**src/rtl/duck_palette_ctrl_if.sv**
```systemverilog
// Palette controller bus: shadow write port, commit/flash control and pixel lookup path.
interface duck_palette_ctrl_if;
    logic        vsync_pulse;
    logic        wr_valid;
    logic        wr_ready;
    logic [3:0]  wr_index;
    logic [11:0] wr_rgb;
    logic        commit;
    logic        commit_pending;
    logic        flash_req;
    logic        flashing;
    logic        pix_valid;
    logic [3:0]  pix_index;
    logic [3:0]  red;
    logic [3:0]  green;
    logic [3:0]  blue;
    logic        rgb_valid;

    modport master (
        output vsync_pulse, wr_valid, wr_index, wr_rgb, commit, flash_req, pix_valid, pix_index,
        input  wr_ready, commit_pending, flashing, red, green, blue, rgb_valid
    );

    modport slave (
        input  vsync_pulse, wr_valid, wr_index, wr_rgb, commit, flash_req, pix_valid, pix_index,
        output wr_ready, commit_pending, flashing, red, green, blue, rgb_valid
    );
endinterface

```
**src/rtl/duck_palette_ctrl.sv**
```systemverilog
// Double-buffered 16-entry palette with vsync-timed shadow-to-active copy and hit flash.
//   state | meaning
//   IDLE  | no commit outstanding, shadow writes accepted
//   ARMED | commit pending, waiting for the next vsync_pulse
//   COPY  | copying shadow[k] -> active[k], one entry per cycle
module duck_palette_ctrl #(
    parameter int unsigned FLASH_FRAMES    = 8,
    parameter int unsigned TRANSPARENT_IDX = 1
) (
    input  logic               Clk,
    input  logic               Reset_n,
    duck_palette_ctrl_if.slave bus
);
    typedef enum logic [1:0] {IDLE, ARMED, COPY} state_t;

    localparam logic [3:0] FLASH_LOAD = 4'(FLASH_FRAMES);
    localparam logic [3:0] TRANSP     = 4'(TRANSPARENT_IDX);

    state_t      state, state_nxt;
    logic [3:0]  copy_idx;
    logic        commit_lat;
    logic [3:0]  flash_cnt;
    logic [11:0] shadow [16];
    logic [11:0] active [16];
    logic [11:0] colour;
    logic        wr_fire;
    logic        copy_last;

    function automatic logic [11:0] reset_colour(input int k);
        case (k)
            0:       reset_colour = 12'h00A;
            2:       reset_colour = 12'hFFF;
            3:       reset_colour = 12'hB0B;
            4:       reset_colour = 12'hF76;
            default: reset_colour = 12'hAEA;
        endcase
    endfunction

    assign bus.wr_ready       = (state != COPY);
    assign bus.commit_pending = (state != IDLE);
    assign bus.flashing       = (flash_cnt != 4'd0);
    assign wr_fire            = bus.wr_valid && bus.wr_ready;
    assign copy_last          = (copy_idx == 4'hF);

    always_comb begin
        state_nxt = state;
        case (state)
            IDLE:    if (bus.commit) state_nxt = ARMED;
            ARMED:   if (bus.vsync_pulse) state_nxt = COPY;
            COPY:    if (copy_last) state_nxt = (commit_lat || bus.commit) ? ARMED : IDLE;
            default: state_nxt = IDLE;
        endcase
    end

    always_ff @(posedge Clk or negedge Reset_n) begin
        if (!Reset_n) begin
            state      <= IDLE;
            copy_idx   <= 4'd0;
            commit_lat <= 1'b0;
        end else begin
            state <= state_nxt;
            if (state == COPY) begin
                copy_idx   <= copy_idx + 4'd1;
                commit_lat <= copy_last ? 1'b0 : (commit_lat || bus.commit);
            end else begin
                copy_idx   <= 4'd0;
                commit_lat <= 1'b0;
            end
        end
    end

    // Both banks reload on reset so an interrupted copy leaves nothing behind.
    always_ff @(posedge Clk or negedge Reset_n) begin
        if (!Reset_n) begin
            for (int k = 0; k < 16; k++) begin
                shadow[k] <= reset_colour(k);
                active[k] <= reset_colour(k);
            end
        end else begin
            if (wr_fire) shadow[bus.wr_index] <= bus.wr_rgb;
            if (state == COPY) active[copy_idx] <= shadow[copy_idx];
        end
    end

    always_ff @(posedge Clk or negedge Reset_n) begin
        if (!Reset_n) begin
            flash_cnt <= 4'd0;
        end else if (bus.flash_req) begin
            flash_cnt <= FLASH_LOAD;
        end else if (bus.vsync_pulse && flash_cnt != 4'd0) begin
            flash_cnt <= flash_cnt - 4'd1;
        end
    end

    always_comb begin
        colour = active[bus.pix_index];
        if (flash_cnt[0] && bus.pix_index != TRANSP) colour = 12'hFFF;
    end

    always_ff @(posedge Clk or negedge Reset_n) begin
        if (!Reset_n) begin
            bus.red       <= 4'd0;
            bus.green     <= 4'd0;
            bus.blue      <= 4'd0;
            bus.rgb_valid <= 1'b0;
        end else begin
            bus.rgb_valid <= bus.pix_valid;
            if (bus.pix_valid) {bus.red, bus.green, bus.blue} <= colour;
        end
    end
endmodule
```
**src/flat_wrapper.sv**
```systemverilog
// flat-port wrapper written by rule: the top's interface ports become plain ports
module duck_palette_ctrl_flat 
#(
    parameter int unsigned FLASH_FRAMES    = 8,
    parameter int unsigned TRANSPARENT_IDX = 1
)
  (Clk, Reset_n, bus_vsync_pulse, bus_wr_valid, bus_wr_index, bus_wr_rgb, bus_commit, bus_flash_req, bus_pix_valid, bus_pix_index, bus_wr_ready, bus_commit_pending, bus_flashing, bus_red, bus_green, bus_blue, bus_rgb_valid);
  duck_palette_ctrl_if bus_i ();
  input  logic Clk;
  input  logic Reset_n;
  input wire logic [$bits(bus_i.vsync_pulse)-1:0] bus_vsync_pulse;
  input wire logic [$bits(bus_i.wr_valid)-1:0] bus_wr_valid;
  input wire logic [$bits(bus_i.wr_index)-1:0] bus_wr_index;
  input wire logic [$bits(bus_i.wr_rgb)-1:0] bus_wr_rgb;
  input wire logic [$bits(bus_i.commit)-1:0] bus_commit;
  input wire logic [$bits(bus_i.flash_req)-1:0] bus_flash_req;
  input wire logic [$bits(bus_i.pix_valid)-1:0] bus_pix_valid;
  input wire logic [$bits(bus_i.pix_index)-1:0] bus_pix_index;
  output wire logic [$bits(bus_i.wr_ready)-1:0] bus_wr_ready;
  output wire logic [$bits(bus_i.commit_pending)-1:0] bus_commit_pending;
  output wire logic [$bits(bus_i.flashing)-1:0] bus_flashing;
  output wire logic [$bits(bus_i.red)-1:0] bus_red;
  output wire logic [$bits(bus_i.green)-1:0] bus_green;
  output wire logic [$bits(bus_i.blue)-1:0] bus_blue;
  output wire logic [$bits(bus_i.rgb_valid)-1:0] bus_rgb_valid;
  assign bus_i.vsync_pulse = bus_vsync_pulse;
  assign bus_i.wr_valid = bus_wr_valid;
  assign bus_i.wr_index = bus_wr_index;
  assign bus_i.wr_rgb = bus_wr_rgb;
  assign bus_i.commit = bus_commit;
  assign bus_i.flash_req = bus_flash_req;
  assign bus_i.pix_valid = bus_pix_valid;
  assign bus_i.pix_index = bus_pix_index;
  assign bus_wr_ready = bus_i.wr_ready;
  assign bus_commit_pending = bus_i.commit_pending;
  assign bus_flashing = bus_i.flashing;
  assign bus_red = bus_i.red;
  assign bus_green = bus_i.green;
  assign bus_blue = bus_i.blue;
  assign bus_rgb_valid = bus_i.rgb_valid;
  duck_palette_ctrl #(.FLASH_FRAMES(FLASH_FRAMES), .TRANSPARENT_IDX(TRANSPARENT_IDX)) u_core (.Clk(Clk), .Reset_n(Reset_n), .bus(bus_i));
endmodule
```
**config.mk**
```make
export PLATFORM = sky130hd
export DESIGN_NAME = duck_palette_ctrl_flat
export DESIGN_NICKNAME = d
export VERILOG_FILES = /design/src/rtl/duck_palette_ctrl_if.sv /design/src/rtl/duck_palette_ctrl.sv /design/src/flat_wrapper.sv
export SDC_FILE = /design/constraint.sdc
export NUM_CORES = 1
export LEC_CHECK = 0
export CAP_MARGIN = 20
export CORE_MARGIN = 3
export CORE_UTILIZATION = 60
export CTS_BUF_LIST = sky130_fd_sc_hd__clkbuf_8
export CTS_CLUSTER_DIAMETER = 120
export DETAILED_ROUTE_END_ITERATION = 12
export DONT_BUFFER_PORTS = 1
export PLACE_DENSITY = 0.76
export REMOVE_ABC_BUFFERS = 1
export SKIP_LAST_GASP = 1
export SLEW_MARGIN = 0
export SYNTH_ARGS = -nofsm -noshare
export SYNTH_HDL_FRONTEND = slang
export SYNTH_SLANG_ARGS = --single-unit
```
**constraint.sdc**
```tcl
create_clock -name Clk -period 2.1 [get_ports Clk]
set_input_delay 0.315 -clock Clk [delete_from_list [all_inputs] [get_ports Clk]]
set_output_delay 0.315 -clock Clk [all_outputs]
set_load 0.05 [all_outputs]
```
Yosys cells after proc, flatten, opt, wreduce, memory -nomap -nowiden
Cells that the tools add are included.
{"block": "totals", "register_bits": 408, "inputBits": 27, "out_inout_bits": 16}
{"block": "classes", "n_addsub": 2, "n_eq_ne": 8, "magnitude_cmp": 5, "mux": 23, "n_reduce_logical": 11, "bitwise_logic": 3}
{"op": "$bwmux 192", "count": 2}
{"op": "$bmux 12 s4", "count": 2}
{"op": "$demux 12 s4", "count": 2}
{"op": "$mux 12", "count": 7}
{"op": "$ge 5x5->1 const B", "count": 3}
{"op": "$not 4->5", "count": 3}
{"op": "$mux 4", "count": 3}
{"op": "$lt 5x1->1 const B", "count": 2}
{"op": "$mux 2", "count": 3}
{"op": "$ne 2x2->1 const B", "count": 3}
{"op": "$pmux 2 s3", "count": 1}
{"op": "$logic_and 1x1->1", "count": 5}
{"op": "$add 4x1->4 const B", "count": 1}
{"op": "$eq 4x4->1 const B", "count": 1}
{"op": "$ne 4x1->1 const B", "count": 1}
{"op": "$reduce_bool 2->1", "count": 2}
{"op": "$reduce_bool 4->1", "count": 1}
{"op": "$sub 4x1->4 const B", "count": 1}
{"op": "$mux 1", "count": 3}
{"op": "$reduce_and 3->1", "count": 1}
{"op": "$eq 2x1->1 const B", "count": 1}
{"op": "$eq 2x2->1 const B", "count": 1}
{"op": "$logic_not 2->1", "count": 1}
{"op": "$ne 2x1->1 const B", "count": 1}
{"op": "$logic_or 1x1->1", "count": 1}

Logic depth before layout (Yosys ltp)
Gate-level depths: netlist of run 1.
{"block": "logic_depth", "ltp_word": 6, "mapped_depth": 8, "ltp_nobuf": 6}

Worst setup path before layout of run 1
Ideal clock, no wire load.
{"block": "synth_path", "path_type": "flip-flop to flip-flop", "startpoint": "register u_core.copy_idx[1]", "endpoint": "register u_core.active[170] (netlist name)", "path_stages_with_launch": 8, "setup_slack_ps": 180, "required_time_ps": 1975, "t_arrival_ps": 1795, "path_buffers": 3, "path_cell_list": "dfrtp_1 > clkbuf_1 > clkbuf_1 > inv_1 > ha_1 > nand3_1 > buf_2 > mux2_2"}
{"block": "synth_via", "elab_chain_len": 6}
{"item": "start, declared", "line_no": "duck_palette_ctrl.sv:20", "rtl": "logic [3:0] copy_idx;"}
{"item": "start signal, assigned", "line_no": "duck_palette_ctrl.sv:63", "rtl": "copy_idx <= copy_idx + 4'd1;"}
{"item": "$not 4->5 (implied by the code) *", "line_no": "duck_palette_ctrl.sv:81", "rtl": "if (state == COPY) active[copy_idx] <= shadow[copy_idx];"}
{"item": "$ge 5x5->1 (implied by the code) / $lt 5x1->1 (equally long branches)", "line_no": "duck_palette_ctrl.sv:81"}
{"item": "$logic_and 1x1->1 (implied by the code)", "line_no": "duck_palette_ctrl.sv:81"}
{"item": "$mux 12 (implied by the code)", "line_no": "duck_palette_ctrl.sv:81"}
{"item": "$demux 12 s4", "line_no": "duck_palette_ctrl.sv:81"}
{"item": "$bwmux 192 *", "line_no": "duck_palette_ctrl.sv:81"}
{"item": "end signal, assigned by index", "line_no": "duck_palette_ctrl.sv:77", "rtl": "active[k] <= reset_colour(k);"}
{"item": "end signal, assigned by index", "line_no": "duck_palette_ctrl.sv:81"}
{"item": "end, declared", "line_no": "duck_palette_ctrl.sv:24", "rtl": "logic [11:0] active [16];"}
Every way passes the cells marked *; elsewhere a longest branch is shown, timed or not. The select of a mux whose other input is x is not followed.
A chain may end at the register's enable or synchronous reset.

Worst setup path after layout of run 1
{"block": "layout_path", "startpoint": "register u_core.flash_cnt[0]", "endpoint": "output bus_flashing"}
{"block": "layout_via", "elab_chain_len": 1}
{"item": "start, declared", "line_no": "duck_palette_ctrl.sv:22", "rtl": "logic [3:0] flash_cnt;"}
{"item": "start signal, assigned", "line_no": "duck_palette_ctrl.sv:91", "rtl": "flash_cnt <= flash_cnt - 4'd1;"}
{"item": "$reduce_bool 4->1", "line_no": "duck_palette_ctrl.sv:41", "rtl": "assign bus.flashing = (flash_cnt != 4'd0);"}
{"item": "end, declared", "line_no": "flat_wrapper.sv:21", "rtl": "output wire logic [$bits(bus_i.flashing)-1:0] bus_flashing;"}
No other way between the ends.

==> metrics, run 1 <==
Sw Share=0.285; Filler Cell Count=2034; initial core utilization=0.614; PD cells=1150 mW/mm2; TritonRoute pass-1 iters=5; Chip Height=181 um; Worst Hold Class=input pin to asynchronous set/reset pin; die footprint=0.0328 mm2; initial antenna violation count=1; CTS tree=yes; Final Hold Viols=between 200 and 300; layout cells sized above 1=0.698; Leakage=8.58 nW; FF-to-FF path depth=7; htree depth=3; worst setup margin=0.0385 ns; final hold slack=-0.558 ns; Crit Path Category=flop to output port; DRC viols=0; CP required=1.78 ns; clock share of power=0.275; sw power=0.00665 W; final core occ=0.677; failing checks=hold timing; Post-Syn Area=0.0184 mm2; core area=0.0300 mm2; status=complete, but fails checks; met2 wire length=17.3 mm; Max Transition Viols Final=0; largest net degree at the start of global routing=409; CTS root buffer=clkbuf_8; Antenna Violating Nets Remaining=0; ys flop type=dfstp_2; logic gate share of total power=0.229; Setup-failing EPs final=0; sequential cell area=about 0.010 mm2; Clock Latency Late Sink=roughly 0.57 ns; Pwr Total=0.0233 W; worst-path fanout max=3; first-pass GRT wire length=61.0 mm; IO Pins=43; clock slew at reported path FFs=0.06 ns; total congestion overflow=0; GPL Wtd Cong=0.743; pre-CTS WS=0.216 ns; CP endpoint kind=output port; clock buffer depth=3; hold buffer count at CTS=17; Num CTS Buffers=between 60 and 70; 1st-iter DRT viols=666; max_slew headroom=0.156; number of port buffers=0; DP Wirelength=~24 mm; DRT met1 WL=between 15 and 20 mm; sequential power share=0.496; number of placement rows=63; multi-input logic area=between 0.007 and 0.008 mm2; drt via density=roughly 6.1; r2r setup slk=0.13 ns; Ys Warns=0; DR WL met3=1.83 mm; Die W=181 um; Final period util=0.982; vias in the first global route=10489; Final Instance Area=about 0.020 mm2; sequential fraction of the synthesis area=0.571; post-layout min period=between 2 and 2.5 ns; worst r2r src=u_core.flash_cnt[0]$_DFFE_PN0P_; Reg-to-Reg End=u_core.flash_cnt[0]$_DFFE_PN0P_; Pint=0.0167 W; Max Cap Viol=0; worst-margin pin slew=1.27 ns; Seq cells post-synth=around 410; highest routed layer=met4; Sink Count=408; drt wl/cell=23.8 um; Routed WL=38.3 mm; number of synthesized flops with an enable pin=0; RSZ-0062 raised after global routing=yes; synth unique cells=36; Area growth, synth to finish=10.3%; Async S/R FF share, synth=1.00; Startpoint Class=flop; All-Layer GR Usage=0.239; mean post-synth cell area=roughly 17 um2; Peak VDD IR=493 uV; placed instance area=0.0188 mm2; via count=9821; CP Data Arrival Time=between 1.5 and 2 ns; Max Freq=485 MHz; fin nets=between 1000 and 1500; skew final=0.0147 ns; Syn Inst Count=1108
through the flow:
stage / std cells / TNS (ns)
global route: 1606 / -0.0240
detailed placement: 1461 / 0
CTS: 1602 / -0.0189
finish: 1606 / 0
global placement: 1461 / 0
floorplan: 1031 / -248.29
placed cells by master (no fill, tap or decap), types with 3 or more instances in the layout:
cell type	Yosys	routed
a21oi_1	3	3
a221oi_1	12	12
buf_12	0	4
buf_4	29	41
clkbuf_8	0	78
clkinvlp_4	0	3
dfrtp_1	182	180
dfstp_2	226	226
dlygate4sd3_1	0	17
ha_1	6	5
inv_1	4	39
inv_2	1	3
mux2_1	4	4
mux2_2	380	380
mux2i_1	24	24
mux4_2	96	96
nand2_1	11	11
nand2b_1	6	6
nand3_1	9	9
nor2_1	43	43
nor3_2	3	3
xor2_1	3	3
logic make-up after synthesis:
group / synth area share
adders and majority gates: 0.00408
buffers and inverters: 0.0250
and+or+nand+nor: 0.0241
DFF: 0.571
muxes: 0.366
AOI/OAI and AO/OA: 0.00803
xor gates and xnor gates: 0.00238
sequential cells by signal, indices dropped and copies added, names as in the netlist:
name and count:
u_core.state 2, u_core.commit_lat 1, u_core.bus.red 4, u_core.copy_idx 4
u_core.flash_cnt 4, u_core.bus.green 4, u_core.bus.blue 4, u_core.active 192
u_core.shadow 192, u_core.bus.rgb_valid 1
metal layers:
metal,global-route usage,vias up
met5,0,-
met4,0.0692,0
met3,0.0495,61
met2,0.358,209
met1,0.362,5306
li1,-,4245
timing repair:
action / CTS / global route
endpoints found under the hold margin: 620 / 408
gates resized for setup: 3 / 4
setup buffers: 3 / 3
pin swaps: 0 / 1
setup endpoints to repair: 2 / 1
worst max-delay path, cell delays in order (launching register included):
cell     delay, ns
dfrtp_1       0.40
inv_2         0.10
ha_4          0.12
or3b_4        0.40
buf_8         0.17
layout make-up:
class                      instances  share of cell area
multi-input combinational        618               0.367
inverter                           5            0.000925
tap                              390              0.0241
antenna                            1            0.000123
clock buffer                      78              0.0529
clock inverter                    43             0.00907
sequential                       408               0.517
timing repair buffer              63              0.0282
synthesized netlist by cell type, drive strengths merged (5+ instances only):
master / number / share of area
a221oi: 12 / 0.0057
buf: 52 / 0.019
clkbuf: 25 / 0.0052
dfrtp: 182 / 0.25
dfstp: 226 / 0.32
ha: 6 / 0.0041
inv: 5 / 0.0010
mux2: 384 / 0.24
mux2i: 24 / 0.013
mux4: 96 / 0.12
nand2: 11 / 0.0022
nand2b: 6 / 0.0020
nand3: 9 / 0.0024
nor2: 43 / 0.0088
worst max-delay path by stage:
stage                                                from                             end  slack (ns)  depth (start not counted)
final                     u_core.flash_cnt[0]$_DFFE_PN0P_                    bus_flashing        0.04                          4
after global routing      u_core.flash_cnt[0]$_DFFE_PN0P_                    bus_flashing       -0.02                          4
after CTS                 u_core.flash_cnt[0]$_DFFE_PN0P_                    bus_flashing       -0.02                          4
after detailed placement      u_core.state[1]$_DFFE_PN0P_  u_core.shadow[150]$_DFFE_PN0P_        0.22                          6
after global placement        u_core.state[1]$_DFFE_PN0P_   u_core.shadow[58]$_DFFE_PN0P_        0.25                          6
after floorplan              u_core.copy_idx[0]$_DFF_PN0_    u_core.active[0]$_DFFE_PN0P_       -1.58                          4
power by group through the flow:
stage / registers (W) / clock network [W] / logic (W)
floorplan: 0.0115 / 0 / 0.00364
global placement: 0.0116 / 0 / 0.00495
detailed placement: 0.0117 / 0 / 0.00514
CTS: 0.0115 / 0.00658 / 0.00530
global route: 0.0118 / 0.00695 / 0.00573
finish: 0.0116 / 0.00641 / 0.00533
Note: power is estimated with default switching activity, not from simulation.
==> inputs of run 2 (changes only) <==
CORE_ASPECT_RATIO = 0.5   (was default)
==> run 2 against run 1 <==
The run still ends with hold timing left; clock power down 4.1%; final cell count down 0.50%; clock skew up 0.012 ns; worst hold slack worse by 0.060 ns; setup slack worse by 0.0023 ns; utilization up 1.3 points; wire length up 9.9%; critical endpoint unchanged.
==> metrics, run 2 (synthesis results as in run 1) <==
setup tns final=0 ns (unchanged); hold buffer count at CTS=19 (was 17); Final period util=0.983 (was 0.982); number of placement rows=44 (was 63); failing checks=hold timing (unchanged); most frequent cells in the layout=mux2_2, dfstp_2, dfrtp_1 (unchanged); All-Layer GR Usage=0.266 (was 0.239); layout cells sized above 1=0.710 (was 0.698); PD cells=1140 mW/mm2 (was 1150 mW/mm2); Startpoint Class=flop (unchanged); fin nets=1192 (was 1197); Final Hold Viols=303 (was 275); final core occ=0.690 (was 0.677); Sw Share=0.291 (was 0.285); Setup-failing EPs final=0 (unchanged); Peak VDD IR=659 uV (was 493 uV); Critical Path Source=u_core.flash_cnt[0]$_DFFE_PN0P_ (unchanged); Area growth, synth to finish=11.0% (was 10.3%); worst-margin pin slew=1.17 ns (was 1.27 ns); IO Pins=43 (unchanged); first-pass GRT wire length=64.7 mm (was 61.0 mm); Max Cap Viol=0 (unchanged); via count=10044 (was 9821); Routed WL=42.0 mm (was 38.3 mm); Max Freq=485 MHz (about the same); Chip Height=130 um (was 181 um); worst-path fanout max=2 (was 3); Pint=0.0165 W (was 0.0167 W); number of port buffers=0 (unchanged); DP Wirelength=26.9 mm (was 23.6 mm); Antenna Violating Nets Remaining=0 (unchanged); pre-CTS WS=0.257 ns (was 0.216 ns); GPL Wtd Cong=0.788 (was 0.743); clock share of power=0.264 (was 0.275); DRC viols=0 (unchanged); sw power=0.00678 W (was 0.00665 W); Max Transition Viols Final=0 (unchanged); core area=0.0296 mm2 (was 0.0300 mm2); Crit Path Category=flop to output port (unchanged); htree depth=2 (was 3); CP endpoint kind=output port (unchanged); CP required=1.78 ns (about the same); clock buffer depth=3 (unchanged); Regs by FF count=u_core.active (192), u_core.shadow (192) (unchanged); final hold slack=-0.618 ns (was -0.558 ns); CTS root buffer=clkbuf_8 (unchanged); Sink Count=408 (unchanged); logic gate share of total power=0.238 (was 0.229); commonest non-fill, non-tap cell in the layout=mux2_2 (unchanged); TritonRoute pass-1 iters=5 (unchanged); sequential power share=0.498 (was 0.496); status=complete, but fails checks (unchanged); die footprint=0.0329 mm2 (was 0.0328 mm2); RSZ-0062 raised after global routing=yes (unchanged); CTS tree=yes (unchanged); Leakage=8.55 nW (was 8.58 nW); max_slew headroom=0.221 (was 0.156); Clock Latency Late Sink=0.62 ns (was 0.57 ns); 1st-iter DRT viols=824 (was 666); initial antenna violation count=1 (unchanged); Die W=254 um (was 181 um); vias in the first global route=10715 (was 10489); skew final=0.0269 ns (was 0.0147 ns); initial core utilization=0.622 (was 0.614); drt wl/cell=26.3 um (was 23.8 um); post-layout min period=2.06 ns (about the same); worst setup margin=0.0362 ns (was 0.0385 ns); largest net degree at the start of global routing=409 (unchanged); worst r2r src=u_core.flash_cnt[0]$_DFFE_PN0P_ (unchanged); Worst Hold Class=input pin to asynchronous set/reset pin (unchanged); drt via density=6.29 (was 6.12); Filler Cell Count=1970 (was 2034); Num CTS Buffers=55 (was 68); total congestion overflow=0 (unchanged); CP Data Arrival Time=1.75 ns (about the same); clock slew at reported path FFs=0.07 ns (was 0.06 ns)
[run 2: power by group through the flow]
| stage | Clock (W) | Combinational, W | Sequential [W] |
|---|---|---|---|
| floorplan | 0 | 0.00364 | 0.0115 |
| global placement | 0 | 0.00511 | 0.0115 |
| detailed placement | 0 | 0.00534 | 0.0117 |
| CTS | 0.00628 | 0.00550 | 0.0116 |
| global route | 0.00668 | 0.00592 | 0.0118 |
| finish | 0.00615 | 0.00555 | 0.0116 |
[run 2: area by class of cell]
cell class	instances	area [um2]	area share
Inverter	5	18.8	0.000920
Tap cell	391	489	0.0240
Sequential cell	408	10500	0.515
Antenna cell	2	5.00	0.000245
Clock buffer	68	936	0.0459
Clock inverter	35	206	0.0101
Timing Repair Buffer	71	788	0.0386
Multi-Input combinational cell	618	7460	0.366
[run 2: critical path, stage by stage, from the launching register on]
cell,delay [ns]
dfrtp_1,0.40
inv_2,0.09
ha_4,0.12
or3b_4,0.38
buf_8,0.16
[run 2: worst paths after layout]
path / end / slack [ns] / depth (start not counted)
max in group asynchronous: u_core.bus.green[3]$_DFFE_PN0P_ / 1.75 / 0
setup / recovery: bus_flashing / 0.04 / 4
setup reg to reg: u_core.flash_cnt[0]$_DFFE_PN0P_ / 0.05 / 8
min in group Clk: u_core.bus.green[2]$_DFFE_PN0P_ / 0.05 / 2
hold reg to reg: u_core.shadow[8]$_DFFE_PN0P_ / 0.50 / 1
hold / removal: u_core.shadow[189]$_DFFE_PN0P_ / -0.62 / 0
[run 2: timing repair]
item / CTS / global route
endpoints found under the hold margin: 620 / 408
setup buffers: 5 / 2
setup endpoints to repair: 1 / 2
pin swaps: 1 / 0
gates resized for setup: 7 / 2
[run 2: stage by stage]
| stage | cells | hold slack [ns] | power, W | cell area, um2 |
|---|---|---|---|---|
| CTS | 1594 | -0.663 | 0.0234 | 20400 |
| finish | 1598 | -0.618 | 0.0233 | 20400 |
| floorplan | 1031 | 0.0194 | 0.0151 | 17900 |
| detailed placement | 1467 | 0.0288 | 0.0170 | 19000 |
| global route | 1596 | -0.674 | 0.0244 | 20400 |
| global placement | 1467 | 0.0323 | 0.0167 | 19000 |
[run 2: layer usage]
metal	up-vias	routed length (um)	GRT usage
li1	4224	-	-
met1	5487	19300	0.386
met2	279	18500	0.394
met3	54	3640	0.0904
met4	0	671	0.0606
met5	-	0	0
==> RTL edit 1: new RTL, config.mk and constraints of run 1 <==
Encoding of `state_t`: now one-hot (3 bits for 3 states).
--- a/src/rtl/duck_palette_ctrl.sv
+++ b/src/rtl/duck_palette_ctrl.sv
@@ -12,5 +12,5 @@
     duck_palette_ctrl_if.slave bus
 );
-    typedef enum logic [1:0] {IDLE, ARMED, COPY} state_t;
+    typedef enum logic [2:0] {IDLE = 3'b001, ARMED = 3'b010, COPY = 3'b100} state_t;
 
     localparam logic [3:0] FLASH_LOAD = 4'(FLASH_FRAMES);
Formal check against the unedited RTL: same outputs for any inputs over 4 cycles, from zero or initial values and one cycle with Reset_n low; so few cycles prove little.
==> RTL edit 1 against run 1 <==
The flow still finishes with violations (hold timing). Die area is 0.17% lower. Global-route usage is 0.18 points higher. Critical path depth stayed put. Wire length is 0.60% higher. Non-clock buffer count is 1 higher. Final area is 1.4% higher. Sequential cell count is 1 higher. Worst setup slack worse by 0.014 ns. Sequential share of layout area is 0.60 points lower. Area after synthesis is 0.17% lower. Maximum frequency is 0.66% lower. Critical path type unchanged.
Power is not compared: it rests on default switching activity, and its combinational part moved more than twofold at a synthesized area within 25%.
==> RTL edit 1: results (changes against run 1) <==
[yosys]
synth_fa_ha_area_share_pct = 0.4090  ; was 0.4083%
ys_seq_area_share_pct = 57.30  ; was 57.06%
synth_compound_area_share_pct = 0.8997  ; was 0.8029%
async_flop_share_pct = 100.0  ; unchanged
synthTopCellsByArea = dfstp_2, dfrtp_1, mux2_2, mux4_2, mux2i_1  ; unchanged
ys_top_cells_by_count = mux2_2, dfstp_2, dfrtp_1  ; unchanged

[drt]
post_drt_wl_per_cell_microns = 23.75  ; was 23.83 microns
drt_iter0_markers = 483  ; was 666
vias = 9778  ; was 9821

[pwr]
p_leak_nw = 8.745

[clock_tree]
cts_buffers = 69  ; was 68

[finish]
syn_to_final_growth_pct = 12.11  ; was 10.34%
nFillCells = 2001  ; was 2034
layout-drive-gt1-share_pct = 68.84  ; was 69.79%

[global_routing]
grt_max_degree = 410  ; was 409
track_usage_pct = 24.12  ; was 23.95%
grt_pass1_vias = 10503  ; was 10489
grt_pass1_wl_microns = 61330  ; was 61010 microns

[outcome]
violations = hold timing  ; unchanged
outcome = finished with violations  ; unchanged

[worst_setup_path]
path_max_fanout = 4  ; was 3

[timing]
whs_ns = -0.5522  ; was -0.5578 ns
tightestPinTransition_ns = 0.7503  ; was 1.266 ns
hold_viol = 409  ; was 275
clock_skew_ns = 0.01825  ; was 0.01475 ns

[placed_design]
hpwlAfterDp_microns = 23570  ; was 23580 microns
gp_congestion = 0.7802  ; was 0.7429
dpl_cell_area_sq_um = 19000  ; was 18790 sq um

RTL edit 1: cell count changes after synthesis, sizes merged, moves of 2 or more:
cell	run 1	this run
inv	5	7
nand3	9	18
buf	52	49
nor2b	1	3
nand2	11	9
nor2	43	35
clkbuf	25	28
RTL edit 1: cell families (layout without fill, tap and decap cells):
group / Yosys count / count (layout)
buf+inv: 84 / 197
compound gates: 22 / 22
mux: 504 / 504
flops: 409 / 409
other cells: 0 / 2
fa+ha+maj: 6 / 6
xor+xnor: 5 / 5
simple gates: 86 / 86
RTL edit 1: worst max-delay path, stage by stage, from the launching register on:
cell and delay [ns]:
dfrtp_1 0.40, inv_2 0.10, ha_4 0.13, or3b_4 0.40, buf_8 0.17
RTL edit 1: worst paths after layout:
kind	startpoint	to	slack [ns]	cells past startpoint
min in group Clk	bus_vsync_pulse	u_core.state[1]	0.03	3
setup reg to reg	u_core.flash_cnt[0]	u_core.flash_cnt[2]	0.06	7
max in group asynchronous	Reset_n	u_core.shadow[41]	2.18	0
hold / removal	Reset_n	u_core.active[98]	-0.55	0
setup / recovery	u_core.flash_cnt[0]	bus_flashing	0.02	4
hold reg to reg	u_core.shadow[20]	u_core.shadow[20]	0.48	1
RTL edit 1: area by class of cell:
cell class	count	area, sq um	area share, %
flip-flops and latches	409	10530	51.14
multi-input cells	623	7491	36.40
clock buffers	84	1156	5.618
repair buffers	64	708.2	3.441
well taps	390	488.0	2.371
clock inverters	42	177.7	0.8633
inverters	7	28.78	0.1398
diodes	2	5.005	0.02432
RTL edit 1: metal layers:
| metal | part of all wire, % | global-route usage [%] | wire length, microns | vias up |
|---|---|---|---|---|
| met5 | 0.034 | 0 | 13 | - |
| li1 | - | - | - | 4288 |
| met4 | 1.7 | 6.478 | 640 | 2 |
| met3 | 5.3 | 5.335 | 2033 | 49 |
| met2 | 47 | 37.22 | 18250 | 190 |
| met1 | 46 | 35.31 | 17560 | 5249 |
RTL edit 1: power by group through the flow:
stage | Clock, mW | Combinational, mW | Sequential (mW)
6_report | 6.72 | 2.61 | 10.2
5_1_grt | 7.30 | 2.81 | 10.3
4_1_cts | 6.93 | 2.60 | 10.2
3_5_place_dp | 0 | 2.46 | 10.3
3_3_place_gp | 0 | 2.35 | 10.2
2_1_floorplan | 0 | 1.86 | 10.1
RTL edit 1: repair_timing:
item                                    4_1_cts  5_1_grt
gates resized for setup                       4        9
setup buffers                                 2        1
hold endpoints to repair                    622      409
endpoints found under the setup margin        2       34
pin swaps                                     0        1
RTL edit 1: stage by stage:
step	std cells	power, mW	setup slack [ns]
floorplan	1039	11.95	-1.634
global placement	1473	12.57	0.1084
detailed placement	1473	12.75	0.05454
CTS	1618	19.70	-0.01936
global route	1620	20.43	-0.02017
finish	1621	19.53	0.02474
==> RTL edit 2: new RTL, config.mk and constraints of run 1 <==
Made on the original files. `FLASH_FRAMES` is set to 8 in 2 places; all go to 4.
--- a/src/rtl/duck_palette_ctrl.sv
+++ b/src/rtl/duck_palette_ctrl.sv
@@ -5,5 +5,5 @@
 //   COPY  | copying shadow[k] -> active[k], one entry per cycle
 module duck_palette_ctrl #(
-    parameter int unsigned FLASH_FRAMES    = 8,
+    parameter int unsigned FLASH_FRAMES    = 4,
     parameter int unsigned TRANSPARENT_IDX = 1
 ) (
--- a/src/flat_wrapper.sv
+++ b/src/flat_wrapper.sv
@@ -2,5 +2,5 @@
 module duck_palette_ctrl_flat 
 #(
-    parameter int unsigned FLASH_FRAMES    = 8,
+    parameter int unsigned FLASH_FRAMES    = 4,
     parameter int unsigned TRANSPARENT_IDX = 1
 )
Formal check against the unedited RTL: not equivalent (a bounded check fails within 10 cycles, from zero or initial values and one cycle with Reset_n low).
==> RTL edit 2 against run 1 <==
Cell count grew 0.12%. Core utilization grew 0.25 points. Area after synthesis is essentially flat. Power grew 0.82%. Wire length grew 0.31%. The flow still finishes with violations (hold timing). Largest cell class unchanged. Register-to-register slack gained 0.08 ns. Sequential cell count is the same. Final area grew 0.37%. Worst setup slack lost 0.0077 ns. Count of clock-buffer cells in the layout grew 2. Highest routed layer unchanged.
==> RTL edit 2: results (changes against run 1) <==
[placed_design]
dpl_worst_slack_ns = 0.2134  ; was 0.2156 ns
dp_cells = 1457  ; was 1461
hpwlAfterDp_microns = 23360  ; was 23580 microns

[yosys]
synth_fa_ha_area_share_pct = 0.3403  ; was 0.4083%
synthCells = 1106  ; was 1108
yosys-mux-area-fraction_pct = 36.59  ; was 36.58%
yosysUniqueCellTypes = 40  ; was 36
synthTopCellsByArea = dfstp_2, dfrtp_1, mux2_2, mux4_2, mux2i_1  ; unchanged
synth_compound_area_share_pct = 0.8235  ; was 0.8029%

[timing]
whs_ns = -0.5484  ; was -0.5578 ns
tightestPinTransition_ns = 0.9019  ; was 1.266 ns
clock_skew_ns = 0.02156  ; was 0.01475 ns
hold_viol = 290  ; was 275

[pwr]
p_leak_nw = 8.609  ; was 8.575 nW
worst_ir_drop_vdd_mv = 0.5348  ; was 0.4927 mV
p_comb_share_pct = 22.7  ; was 22.9%
p_per_area_nw_per_um2 = 1154  ; was 1149 nW/um^2

[drt]
avgViaCountPerCell = 6.049  ; was 6.115
routed_wl_microns = 38390  ; was 38270 microns

[worst_setup_path]
startpoint = u_core.flash_cnt[1]  ; was u_core.flash_cnt[0]
r2r-end = u_core.shadow[130]  ; was u_core.flash_cnt[0]
r2r-start = u_core.state[1]  ; was u_core.flash_cnt[0]

[outcome]
violations = hold timing  ; unchanged
outcome = finished with violations  ; unchanged

[clock_tree]
cts_resized = 4  ; was 3

## RTL edit 2: per-layer routing
layer	track usage, %	vias to the layer above	routed length (microns)
li1	-	4252	-
met1	34.50	5219	17640
met2	36.65	202	17790
met3	6.543	53	2277
met4	6.490	0	683
met5	0	-	0
## RTL edit 2: worst min path at each step
stage / end / slack (ns) / start / cells past startpoint
finish: u_core.active[106] / -0.55 / Reset_n / 0
global route: u_core.active[106] / -0.57 / Reset_n / 0
CTS: u_core.shadow[122] / -0.60 / Reset_n / 0
detailed placement: u_core.active[130] / 0.04 / Reset_n / 0
global placement: u_core.active[106] / 0.04 / Reset_n / 0
floorplan: u_core.active[0] / 0.02 / Reset_n / 0
## RTL edit 2: cell type report
type,instances,share of cell area [%]
antenna,2,0.02458
inverter,5,0.09217
clock inverter,43,1.026
timing repair buffer,64,3.048
multi-input combinational,616,36.45
sequential,408,51.55
clock buffer,80,5.407
tap,390,2.396
